### src/rtl/ucaspian_step_ctrl_if.sv
// ucaspian_step_ctrl_if: command, step and clear signalling between the step controller and its units
interface ucaspian_step_ctrl_if #(parameter int N_UNITS = 3, parameter int STEP_W = 16);
    logic               i_enable;
    logic [1:0]         i_cmd_op;
    logic [STEP_W-1:0]  i_cmd_steps;
    logic               i_cmd_vld;
    logic               o_cmd_rdy;
    logic               i_abort;
    logic               o_next_step;
    logic [N_UNITS-1:0] i_step_done_in;
    logic               o_clear_act;
    logic               o_clear_config;
    logic [N_UNITS-1:0] i_clear_done_in;
    logic               o_busy;
    logic               o_cmd_done;
    logic [STEP_W-1:0]  o_step_count;
    modport slave (
        input  i_enable, i_cmd_op, i_cmd_steps, i_cmd_vld, i_abort, i_step_done_in, i_clear_done_in,
        output o_cmd_rdy, o_next_step, o_clear_act, o_clear_config, o_busy, o_cmd_done, o_step_count
    );
    modport master (
        output i_enable, i_cmd_op, i_cmd_steps, i_cmd_vld, i_abort, i_step_done_in, i_clear_done_in,
        input  o_cmd_rdy, o_next_step, o_clear_act, o_clear_config, o_busy, o_cmd_done, o_step_count
    );
endinterface

### src/rtl/ucaspian_step_ctrl.sv
// ucaspian_step_ctrl: sequences RUN steps and CLEAR requests across axon/neuron/synapse units
module ucaspian_step_ctrl #(
    parameter int N_UNITS = 3,
    parameter int STEP_W  = 16,
    parameter int GUARD   = 2
) (
    input logic clk,
    input logic rst_n,
    ucaspian_step_ctrl_if.slave bus
);
    localparam int GW = (GUARD > 0) ? $clog2(GUARD + 1) : 1;
    typedef enum logic [2:0] {IDLE, ISSUE, GUARD_W, WAIT, CLEAR, CLR_REL, DONE} state_t;
    state_t             r_state;
    logic [STEP_W-1:0]  r_remaining;
    logic [STEP_W-1:0]  r_step_count;
    logic [GW-1:0]      r_guard;
    logic [N_UNITS-1:0] r_mask;
    logic               r_abort_pending;
    logic               r_live;
    logic               r_next_step;
    logic               r_clear_act;
    logic               r_clear_config;
    logic               r_cmd_done;
    logic               w_acc;
    logic [N_UNITS-1:0] w_mask;
    // r_live keeps cmd_rdy low until the first clock after reset release
    assign bus.o_cmd_rdy      = (r_state == IDLE) && bus.i_enable && r_live;
    assign w_acc              = bus.i_cmd_vld && bus.o_cmd_rdy;
    assign w_mask             = r_mask | bus.i_clear_done_in;
    assign bus.o_next_step    = r_next_step;
    assign bus.o_clear_act    = r_clear_act;
    assign bus.o_clear_config = r_clear_config;
    assign bus.o_cmd_done     = r_cmd_done;
    assign bus.o_busy         = r_state != IDLE;
    assign bus.o_step_count   = r_step_count;
    always_ff @(posedge clk or negedge rst_n) begin
        if (!rst_n) begin
            r_state         <= IDLE;
            r_remaining     <= '0;
            r_step_count    <= '0;
            r_guard         <= '0;
            r_mask          <= '0;
            r_abort_pending <= 1'b0;
            r_live          <= 1'b0;
            r_next_step     <= 1'b0;
            r_clear_act     <= 1'b0;
            r_clear_config  <= 1'b0;
            r_cmd_done      <= 1'b0;
        end else begin
            r_live      <= 1'b1;
            r_next_step <= 1'b0;
            r_cmd_done  <= 1'b0;
            if (bus.i_enable) begin
                if ((r_state == ISSUE || r_state == GUARD_W || r_state == WAIT) && bus.i_abort)
                    r_abort_pending <= 1'b1;
                case (r_state)
                    IDLE: if (w_acc) begin
                        r_remaining    <= bus.i_cmd_steps;
                        r_mask         <= '0;
                        r_clear_act    <= bus.i_cmd_op == 2'd2;
                        r_clear_config <= bus.i_cmd_op == 2'd3;
                        r_state        <= (bus.i_cmd_op == 2'd1 && bus.i_cmd_steps != '0) ? ISSUE :
                                          bus.i_cmd_op[1] ? CLEAR : DONE;
                    end
                    ISSUE: begin
                        r_next_step <= 1'b1;
                        r_guard     <= GW'(GUARD);
                        r_state     <= (GUARD == 0) ? WAIT : GUARD_W;
                    end
                    GUARD_W: begin
                        r_guard <= r_guard - GW'(1);
                        if (r_guard <= GW'(1)) r_state <= WAIT;
                    end
                    // an abort arriving with the final done still ends the run after this step
                    WAIT: if (&bus.i_step_done_in) begin
                        r_step_count <= r_step_count + STEP_W'(1);
                        r_remaining  <= r_remaining - STEP_W'(1);
                        r_state      <= (r_remaining == STEP_W'(1) || r_abort_pending || bus.i_abort) ? DONE : ISSUE;
                    end
                    CLEAR: begin
                        r_mask <= w_mask;
                        if (&w_mask) begin
                            r_clear_act    <= 1'b0;
                            r_clear_config <= 1'b0;
                            r_state        <= CLR_REL;
                        end
                    end
                    CLR_REL: if (bus.i_clear_done_in == '0) begin
                        r_step_count <= '0;
                        r_state      <= DONE;
                    end
                    DONE: begin
                        r_cmd_done      <= 1'b1;
                        r_abort_pending <= 1'b0;
                        r_state         <= IDLE;
                    end
                    default: r_state <= IDLE;
                endcase
            end
        end
    end
endmodule

### src/flat_wrapper.sv
// flat-port wrapper written by rule: the top's interface ports become plain ports
module ucaspian_step_ctrl_flat 
#(
    parameter int N_UNITS = 3,
    parameter int STEP_W  = 16,
    parameter int GUARD   = 2
)
  (clk, rst_n, bus_i_enable, bus_i_cmd_op, bus_i_cmd_steps, bus_i_cmd_vld, bus_i_abort, bus_i_step_done_in, bus_i_clear_done_in, bus_o_cmd_rdy, bus_o_next_step, bus_o_clear_act, bus_o_clear_config, bus_o_busy, bus_o_cmd_done, bus_o_step_count);
  ucaspian_step_ctrl_if #(.N_UNITS(N_UNITS), .STEP_W(STEP_W)) bus_i ();
  input logic clk;
  input logic rst_n;
  input wire logic [$bits(bus_i.i_enable)-1:0] bus_i_enable;
  input wire logic [$bits(bus_i.i_cmd_op)-1:0] bus_i_cmd_op;
  input wire logic [$bits(bus_i.i_cmd_steps)-1:0] bus_i_cmd_steps;
  input wire logic [$bits(bus_i.i_cmd_vld)-1:0] bus_i_cmd_vld;
  input wire logic [$bits(bus_i.i_abort)-1:0] bus_i_abort;
  input wire logic [$bits(bus_i.i_step_done_in)-1:0] bus_i_step_done_in;
  input wire logic [$bits(bus_i.i_clear_done_in)-1:0] bus_i_clear_done_in;
  output wire logic [$bits(bus_i.o_cmd_rdy)-1:0] bus_o_cmd_rdy;
  output wire logic [$bits(bus_i.o_next_step)-1:0] bus_o_next_step;
  output wire logic [$bits(bus_i.o_clear_act)-1:0] bus_o_clear_act;
  output wire logic [$bits(bus_i.o_clear_config)-1:0] bus_o_clear_config;
  output wire logic [$bits(bus_i.o_busy)-1:0] bus_o_busy;
  output wire logic [$bits(bus_i.o_cmd_done)-1:0] bus_o_cmd_done;
  output wire logic [$bits(bus_i.o_step_count)-1:0] bus_o_step_count;
  assign bus_i.i_enable = bus_i_enable;
  assign bus_i.i_cmd_op = bus_i_cmd_op;
  assign bus_i.i_cmd_steps = bus_i_cmd_steps;
  assign bus_i.i_cmd_vld = bus_i_cmd_vld;
  assign bus_i.i_abort = bus_i_abort;
  assign bus_i.i_step_done_in = bus_i_step_done_in;
  assign bus_i.i_clear_done_in = bus_i_clear_done_in;
  assign bus_o_cmd_rdy = bus_i.o_cmd_rdy;
  assign bus_o_next_step = bus_i.o_next_step;
  assign bus_o_clear_act = bus_i.o_clear_act;
  assign bus_o_clear_config = bus_i.o_clear_config;
  assign bus_o_busy = bus_i.o_busy;
  assign bus_o_cmd_done = bus_i.o_cmd_done;
  assign bus_o_step_count = bus_i.o_step_count;
  ucaspian_step_ctrl #(.N_UNITS(N_UNITS), .STEP_W(STEP_W), .GUARD(GUARD)) u_core (.clk(clk), .rst_n(rst_n), .bus(bus_i));
endmodule
### config.mk
export PLATFORM = sky130hd
export DESIGN_NAME = ucaspian_step_ctrl_flat
export DESIGN_NICKNAME = d
export VERILOG_FILES = /design/src/rtl/ucaspian_step_ctrl_if.sv /design/src/rtl/ucaspian_step_ctrl.sv /design/src/flat_wrapper.sv
export SDC_FILE = /design/constraint.sdc
export NUM_CORES = 1
export LEC_CHECK = 0
export ABC_AREA = 1
export BUFFER_PORTS_ARGS = -buffer_cell sky130_fd_sc_hd__buf_2
export CORE_ASPECT_RATIO = 1.2
export CORE_MARGIN = 1
export CORE_UTILIZATION = 35
export DETAILED_ROUTE_END_ITERATION = 10
export SETUP_SLACK_MARGIN = 0.5
export SYNTH_ARGS = -nofsm -noshare
export SYNTH_HDL_FRONTEND = slang
export SYNTH_SLANG_ARGS = --single-unit
### constraint.sdc
create_clock -name clk -period 2.65 [get_ports clk]
set_clock_uncertainty 0.15 [all_clocks]
set_input_delay 0.1325 -clock clk [delete_from_list [all_inputs] [get_ports clk]]
set_output_delay 0.1325 -clock clk [all_outputs]
set_load 0.1 [all_outputs]
After elaboration in Yosys (flattened, before gate mapping)
Cells that the tools add are included.
{"block": "word_totals", "register_bits": 46, "out_inout_bits": 22, "wordCells": 87}
{"block": "op_classes", "addsub": 3, "bitwise_logic": 1, "reduce_logical": 27, "n_lt_le_gt_ge": 1, "muxes": 29, "n_eq_ne": 15}
{"cell": "$mux 16", "n": 4}
{"cell": "$pmux 16 s2", "n": 2}
{"cell": "$mux 3", "n": 8}
{"cell": "$pmux 3 s6", "n": 1}
{"cell": "$add 16x1->16 const B", "n": 1}
{"cell": "$eq 16x1->1 const B", "n": 1}
{"cell": "$reduce_bool 16->1", "n": 1}
{"cell": "$sub 16x1->16 const B", "n": 1}
{"cell": "$reduce_and 4->1", "n": 3}
{"cell": "$reduce_bool 2->1", "n": 5}
{"cell": "$eq 3x3->1 const B", "n": 3}
{"cell": "$mux 1", "n": 9}
{"cell": "$reduce_and 3->1", "n": 3}
{"cell": "$eq 3x2->1 const B", "n": 2}
{"cell": "$logic_not 3->1", "n": 2}
{"cell": "$ne 2x1->1 const B", "n": 3}
{"cell": "$pmux 3 s2", "n": 1}
{"cell": "$reduce_and 6->1", "n": 1}
{"cell": "$logic_and 1x1->1", "n": 5}
{"cell": "$eq 2x2->1 const B", "n": 2}
{"cell": "$logic_or 1x1->1", "n": 4}
{"cell": "$ne 2x2->1 const B", "n": 2}
{"cell": "$pmux 1 s2", "n": 2}
{"cell": "$pmux 2 s2", "n": 1}
{"cell": "8 further kinds", "n": 9}

Longest topological paths before layout
Gate-level depths: netlist of the first run.
{"block": "logic_depth", "word_depth": 6, "mapped_depth": 11}

Worst setup path after synthesis of the first run
OpenSTA, ideal clock, no wires.
{"block": "synth_timing", "kind": "register to output", "start": "register u_core.r_state[1]", "end": "output bus_o_cmd_rdy", "path_stages_with_launch": 4, "slack_ns": -0.919, "t_required_ns": 2.368, "arrival_time_ns": 3.286, "cell_sequence": "dfrtp_1 nor2_2 nand2_2 nor3b_1"}
{"block": "synth_between", "elab_chain_len": 3}
{"item": "start, declared", "line_no": "ucaspian_step_ctrl.sv:13", "rtl": "state_t r_state;"}
{"item": "start signal, assigned", "line_no": "ucaspian_step_ctrl.sv:62", "rtl": "r_state <= (bus.i_cmd_op == 2'd1 && bus.i_cmd_steps != '0) ? ISSUE :"}
{"item": "start signal, assigned", "line_no": "ucaspian_step_ctrl.sv:68", "rtl": "r_state <= (GUARD == 0) ? WAIT : GUARD_W;"}
{"item": "start signal, assigned", "line_no": "ucaspian_step_ctrl.sv:78", "rtl": "r_state <= (r_remaining == STEP_W'(1) || r_abort_pending || bus.i_abort) ? DONE : ISSUE;"}
{"item": "$logic_not 3->1", "line_no": "ucaspian_step_ctrl.sv:27", "rtl": "assign bus.o_cmd_rdy = (r_state == IDLE) && bus.i_enable && r_live;"}
{"item": "$logic_and 1x1->1 (2 in series)", "line_no": "ucaspian_step_ctrl.sv:27"}
{"item": "end, declared", "line_no": "flat_wrapper.sv:19", "rtl": "output wire logic [$bits(bus_i.o_cmd_rdy)-1:0] bus_o_cmd_rdy;"}
Every way passes these cells.

Final worst setup path of the first run
Ends and elaborated chain as after synthesis.

==> impl_metrics.env, run 1 <==
export IMPL_timing_critical_path_arrival_ns=1.74
export IMPL_final_min_period_over_clock_period=0.762
export IMPL_grt_max_degree=39
export IMPL_sequential_cell_area_um2=1150
export IMPL_final_hold_violation_count=0
export IMPL_route_final_wire_length_um=7560
export IMPL_crit_path_start_kind="flop"
export IMPL_syn_area_per_cell_um2=7.09
export IMPL_tritoncts="built"
export IMPL_crit_family="simple AND/OR/NAND/NOR gates"
export IMPL_boundaryPins=51
export IMPL_dr_total_vias=2987
export IMPL_synth_enable_flop_cells=0
export IMPL_worst_path_largest_cell_delay_ns=0.48
export IMPL_dp_cells=583
export IMPL_cellPowerDensity_nw_per_um2=1260
export IMPL_setup_viol=0
export IMPL_synthesis_nets=458
export IMPL_final_cell_mix="nand2_1 (117), nor2_1 (61), buf_2 (50), dfrtp_1 (44), inv_1 (36)"
export IMPL_post_route_drc_count=0
export IMPL_numCtsBuffers=5
export IMPL_power_leakage_nw=1.69
export IMPL_final_max_slew_violation_count=0
export IMPL_final_instance_count_excl_fill=606
export IMPL_hold_path_class="primary input to flop"
export IMPL_crit_required_ns=2.37
export IMPL_die_h_um=104
export IMPL_synthesis_yosys_warnings=0
export IMPL_via_count_of_the_first_global_routing_pass=2815
export IMPL_numPortBuffers=50
export IMPL_maxCapViolations=0
export IMPL_synthesis_instances=425
export IMPL_critical_path_buffer_and_inverter_count=1
export IMPL_place_worst_setup_slack_ns=0.566
export IMPL_critical_path_max_fanout=6
export IMPL_synth_area_um2=3010
export IMPL_ir_drop_v=0.000771
export IMPL_global_route_overflow_total=0
export IMPL_timing_worst_slew_pin_value_ns=0.550
export IMPL_critPathSlowestCell="dfrtp_1"
export IMPL_first_pass_iters=5
export IMPL_antenna_cells_inserted=0
export IMPL_final_antenna_net_count=0
export IMPL_area_of_the_die_um2=8980
export IMPL_yosysUniqueCellTypes=39
export IMPL_clock_root_buffer="clkbuf_8"
export IMPL_dominantRegCellSynth="dfrtp_1"
export IMPL_clock_path_buffers=2
export IMPL_grt_usage=0.182
export IMPL_r2r_slack_ns=0.72
export IMPL_worst_setup_hold_path_clk_slew_ns=0.09
export IMPL_die_width_um=86.7
export IMPL_achievable_frequency_mhz=495
export IMPL_worst_slew_margin_rel=0.633
export IMPL_detailed_place_hpwl_um=5600
export IMPL_n_fill_cell=865
export IMPL_core_area_um2=8240
export IMPL_grt_setup_unrepaired="false"
export IMPL_timing_setup_critical_path_class="flop to output pin"
export IMPL_cts_htree_levels=2
export IMPL_viasPerCell=4.93
export IMPL_clock_sinks=46
export IMPL_fp_row_count=36
export IMPL_timing_critical_path_to_type="output pin"
export IMPL_worst_hold_slack_ns=0.0285
export IMPL_post_route_worst_setup_slack_ns=0.631
export IMPL_period_minus_slack_ns=2.02
export IMPL_outcome="finished, final reports clean"
export IMPL_layout_area_overhead_vs_synth_pct=21.2
export IMPL_wire_length_of_the_first_global_routing_pass_um=13000
export IMPL_mostFrequentLayoutCell="nand2_1"
export IMPL_grt_antenna_before_repair=0
export IMPL_num_nets_final=524
export IMPL_proportion_of_layout_cells_with_a_drive_suffix_above_1=0.211
export IMPL_path_cells="nor2_2 > nand2_4 > nor3b_4 > buf_2"
export IMPL_post_drt_wl_per_cell_um=12.5
export IMPL_timing_setup_tns_ns=0
export IMPL_multi_input_comb_area_um2=1670
export IMPL_register_area_share_after_synthesis=0.382
export IMPL_gp_routability_congestion=0.826
export IMPL_flip_flop_and_latch_count_after_synthesis=46
export IMPL_detail_route_iter0_violations=120
export IMPL_insertion_delay_ns=0.30
export IMPL_initial_core_util=0.365
export IMPL_async_reset_ff_frac=1.00
-- through the flow --
stage          utilization  total power, mW  cell area (um^2)
3_5_place_dp         0.411             4.04              3390
3_3_place_gp         0.411             4.00              3390
4_1_cts              0.438             4.63              3610
2_1_floorplan            -             3.54              3030
5_1_grt              0.443             4.97              3650
6_report             0.443             4.62              3650
-- flip-flops by register name (all words and copies together), names as in the netlist --
register,cells
u_core.r_mask,3
u_core.bus.o_next_step,1
u_core.r_guard,2
u_core.bus.o_clear_config,1
u_core.r_abort_pending,1
u_core.r_remaining,16
u_core.bus.o_step_count,16
u_core.bus.o_clear_act,1
u_core.r_live,1
u_core.bus.o_cmd_done,1
u_core.r_state,3
-- report_power, final --
group	internal [mW]	total [mW]	switching, mW
logic	0.657	2.72	2.06
registers	1.00	1.33	0.334
clock network	0.308	0.560	0.252
total	1.97	4.62	2.65
-- path summary, 6_finish.rpt --
kind / startpoint / endpoint / cells after the start
min reg2reg: u_core.r_guard[0] / u_core.r_guard[0] / 1
max: u_core.r_state[1] / bus_o_cmd_rdy / 4
min: bus_i_cmd_steps[9] / u_core.r_remaining[9] / 3
max in group asynchronous: rst_n / u_core.bus.o_step_count[0] / 3
max reg2reg: u_core.r_state[2] / u_core.r_remaining[5] / 8
min in group asynchronous: rst_n / u_core.r_remaining[9] / 2
-- cells in the mapped netlist (2+ instances only) --
cell,instances,area [um^2]
buf_6,2,22.5
ha_1,4,50.1
a21oi_2,5,43.8
buf_2,5,25.0
o21ai_1,18,90.1
or2_2,5,31.3
nand2_1,117,439
nand4_1,15,93.8
buf_4,2,15.0
xor2_1,5,43.8
o21bai_1,2,15.0
nand2_2,4,25.0
nand3_2,2,20.0
nand3_1,30,150
dfrtp_1,46,1150
inv_1,36,135
a21oi_1,10,50.1
o21ai_0,11,55.1
nor2_2,4,25.0
o22ai_1,2,12.5
o21ai_2,3,26.3
nor3_1,10,50.1
nor2_1,61,229
o211ai_1,3,22.5
nor2_4,2,22.5
a31oi_2,2,25.0
inv_2,4,15.0
o22ai_2,2,25.0
a21boi_0,3,22.5
-- per-layer routing --
metal / share of wire / track usage / vias up / wire length [um]
li1: - / - / 1527 / -
met1: 0.47 / 0.233 / 1395 / 3540
met2: 0.49 / 0.310 / 57 / 3740
met3: 0.024 / 0.0247 / 8 / 178
met4: 0.014 / 0.0595 / 0 / 105
met5: 0 / 0 / - / 0
-- timing repair --
| item | CTS | global route |
|---|---|---|
| resized for setup | 0 | 1 |
| setup endpoints to repair | 0 | 20 |
| setup buffers | 0 | 4 |
| endpoints found under the hold margin | 57 | 0 |
| hold buffers | 11 | 0 |
-- layout make-up --
class	count	share of cell area
repair buffers	69	0.115
inverters	40	0.0411
flip-flops and latches	46	0.316
clock inverters	1	0.00822
clock buffers	7	0.0236
multi-input cells	329	0.457
well taps	114	0.0391
-- cell families after synthesis --
kind of cell | Yosys count | synth area share
and+or+nand+nor | 254 | 0.373
AOI/OAI and AO/OA | 64 | 0.137
buffers and inverters | 50 | 0.0719
DFF | 46 | 0.382
xor gates and xnor gates | 6 | 0.0174
adders and majority gates | 4 | 0.0166
other | 1 | 0.00125
-- worst register-to-register path, stage by stage (launching register included) --
cell,delay (ns)
dfrtp_1,0.41
inv_2,0.19
nand3_4,0.21
nand2_1,0.18
nand2_2,0.08
nor2_4,0.12
buf_4,0.29
o21ai_2,0.08
o2bb2ai_1,0.12
(Power assumes the default switching activity.)
==> inputs of run 2 (changes only) <==
--- a/config.mk
+++ b/config.mk
@@ -5,7 +5,7 @@
 export SDC_FILE = /design/constraint.sdc
 export NUM_CORES = 1
 export LEC_CHECK = 0
-export ABC_AREA = 1
+export ABC_AREA = 0
 export BUFFER_PORTS_ARGS = -buffer_cell sky130_fd_sc_hd__buf_2
 export CORE_ASPECT_RATIO = 1.2
 export CORE_MARGIN = 1
==> constraint.sdc (replaced) <==
create_clock -name clk -period 1.98 [get_ports clk]
set_clock_uncertainty 0.15 [all_clocks]
set_input_delay 0.099 -clock clk [delete_from_list [all_inputs] [get_ports clk]]
set_output_delay 0.099 -clock clk [all_outputs]
set_load 0.1 [all_outputs]
==> impl_metrics.env, run 2 <==
export IMPL_outcome="finished, violations left"
export IMPL_failed_checks="negative hold slack, negative setup slack"
export IMPL_place_worst_setup_slack_ns=-0.129
export IMPL_achievable_frequency_mhz=502
export IMPL_worst_path_largest_cell_delay_ns=0.58
export IMPL_worst_slew_margin_rel=0.660
export IMPL_timing_worst_slew_pin_value_ns=0.510
export IMPL_r2r_slack_ns=-0.01
export IMPL_critical_path_max_fanout=7
export IMPL_boundaryPins=51
export IMPL_die_h_um=99.6
export IMPL_post_drt_wl_per_cell_um=16.4
export IMPL_yosysUniqueCellTypes=54
export IMPL_maxCapViolations=0
export IMPL_syn_area_per_cell_um2=8.63
export IMPL_route_final_wire_length_um=9030
export IMPL_final_cell_mix="buf_2 (48), buf_4 (46), dfrtp_1 (31), a21oi_1 (30), buf_6 (22)"
export IMPL_fp_row_count=35
export IMPL_final_antenna_net_count=0
export IMPL_clock_path_buffers=2
export IMPL_dominantRegCellSynth="dfrtp_1"
export IMPL_post_route_drc_count=0
export IMPL_antenna_cells_inserted=0
export IMPL_flip_flop_and_latch_count_after_synthesis=46
export IMPL_r2r_start="u_core.r_remaining[7]"
export IMPL_numPortBuffers=50
export IMPL_worst_setup_hold_path_clk_slew_ns=0.09
export IMPL_timing_critical_path_arrival_ns=2.03
export IMPL_period_minus_slack_ns=1.99
export IMPL_path_cells="or4_4 > or2_4 > o31a_1 > o21ai_1 > o21ai_1"
export IMPL_grt_max_degree=32
export IMPL_synthesis_instances=322
export IMPL_clock_sinks=46
export IMPL_detailed_place_hpwl_um=5580
export IMPL_die_width_um=83.3
export IMPL_dr_total_vias=3116
export IMPL_cellPowerDensity_nw_per_um2=1270
export IMPL_mostFrequentLayoutCell="buf_2"
export IMPL_hold_path_class="primary input to flop"
export IMPL_core_area_um2=7660
export IMPL_synthesis_yosys_warnings=0
export IMPL_wire_length_of_the_first_global_routing_pass_um=14400
export IMPL_setup_worst_path_start="u_core.r_remaining[7]"
export IMPL_viasPerCell=5.67
export IMPL_area_of_the_die_um2=8300
export IMPL_layout_area_overhead_vs_synth_pct=63.1
export IMPL_detail_route_iter0_violations=123
export IMPL_final_max_slew_violation_count=0
export IMPL_timing_critical_path_to_type="flop"
export IMPL_initial_core_util=0.362
export IMPL_crit_path_start_kind="flop"
export IMPL_setup_viol=2
export IMPL_post_route_worst_setup_slack_ns=-0.0126
export IMPL_async_reset_ff_frac=1.00
export IMPL_via_count_of_the_first_global_routing_pass=2996
export IMPL_critPathSlowestCell="or4_4"
export IMPL_crit_top_cell="o21ai_1"
export IMPL_crit_required_ns=2.02
export IMPL_final_min_period_over_clock_period=1.01
export IMPL_gp_routability_congestion=0.837
export IMPL_first_pass_iters=6
export IMPL_global_route_overflow_total=0
export IMPL_grt_setup_unrepaired="true"
export IMPL_yosysTopAreaCell="dfrtp_1"
export IMPL_grt_usage=0.210
export IMPL_ir_drop_v=0.00115
export IMPL_tritoncts="built"
export IMPL_power_leakage_nw=1.87
export IMPL_synth_area_top_cells="dfrtp_1 (41%), a21oi_1 (6.1%), o21ai_0 (5.4%)"
export IMPL_postPlaceCellArea_um2=3560
export IMPL_synthesis_nets=355
export IMPL_synthDominantCellAreaShare=0.414
export IMPL_timing_setup_tns_ns=-0.0216
export IMPL_final_hold_violation_count=1
export IMPL_clock_root_buffer="clkbuf_8"
export IMPL_num_nets_final=490
export IMPL_synth_area_um2=2780
export IMPL_timing_setup_critical_path_class="flop to flop"
export IMPL_synthTopCellsByCount="dfrtp_1 (46), a21oi_1 (34), o21ai_0 (30)"
export IMPL_worst_hold_slack_ns=-0.0117
export IMPL_proportion_of_layout_cells_with_a_drive_suffix_above_1=0.476
export IMPL_cts_htree_levels=2
export IMPL_insertion_delay_ns=0.30
export IMPL_numCtsBuffers=5
export IMPL_design_area_um2=4530
export IMPL_register_area_share_after_synthesis=0.414
export IMPL_hp_start="bus_i_cmd_steps[14]"
export IMPL_grt_antenna_before_repair=0
export IMPL_synth_enable_flop_cells=0
export IMPL_yosysMostFrequentCell="dfrtp_1"
==> run 2: cell type report <==
cell class,instances,area (um^2)
inverter,12,45.0
clock buffer,5,68.8
clock inverter,3,40.0
sequential,46,1190
timing repair buffer,142,1140
multi-input combinational,250,1920
tap,92,115
fill,645,3130
==> run 2: cell families (layout without fill, tap and decap cells) <==
| family | Yosys count | after routing | synth area share |
|---|---|---|---|
| simple gates | 124 | 126 | 0.242 |
| flops | 46 | 46 | 0.414 |
| fa+ha+maj | 4 | 4 | 0.0180 |
| xor+xnor | 2 | 2 | 0.00631 |
| other cells | 1 | 1 | 0.00135 |
| buf+inv | 30 | 162 | 0.0495 |
| compound gates | 115 | 117 | 0.268 |
==> run 2: routing by layer <==
layer,share of wire,global-route usage,wire length [um]
met1,0.41,0.259,3710
met4,0.024,0.0451,217
met3,0.037,0.0299,338
met2,0.53,0.388,4760
met5,0,0,0
==> run 2: where the power goes <==
group	internal [mW]	switching [mW]
clock network	0.373	0.345
logic	1.50	2.00
registers	1.25	0.293
==> run 2: path summary, 6_finish.rpt <==
check                                              end  cells after the start
worst max-delay path            u_core.r_remaining[15]                      5
worst min register to register  u_core.bus.o_clear_act                      2
worst min-delay path            u_core.r_remaining[14]                      3
min in group asynchronous            u_core.r_guard[1]                      2
max in group asynchronous            u_core.r_state[1]                      3
worst max register to register  u_core.r_remaining[15]                      5
==> run 2: what timing repair did <==
| action | CTS | global route |
|---|---|---|
| pin swaps | 29 | 19 |
| cloned | 2 | 2 |
| gates resized for setup | 33 | 55 |
| buffers inserted | 19 | 9 |
| endpoints found under the setup margin | 44 | 44 |
| hold endpoints to repair | 40 | 0 |
| hold buffers | 21 | 0 |
==> run 2: stage by stage <==
stage | util | power [mW] | hold WS (ns) | instances
after floorplan | - | 3.31 | -0.347 | 322
after CTS | 0.549 | 5.30 | 0.00471 | 539
final | 0.591 | 5.76 | -0.0117 | 550
after global placement | 0.464 | 4.08 | -0.0493 | 489
after detailed placement | 0.464 | 4.13 | -0.0518 | 489
after global routing | 0.591 | 6.11 | 0.00611 | 550
==> run 2: critical path: cells and delay by family, from the launching register on <==
family,cells,cell delay (ns)
flops,1,0.39
compound gates,3,0.46
simple gates,2,0.89
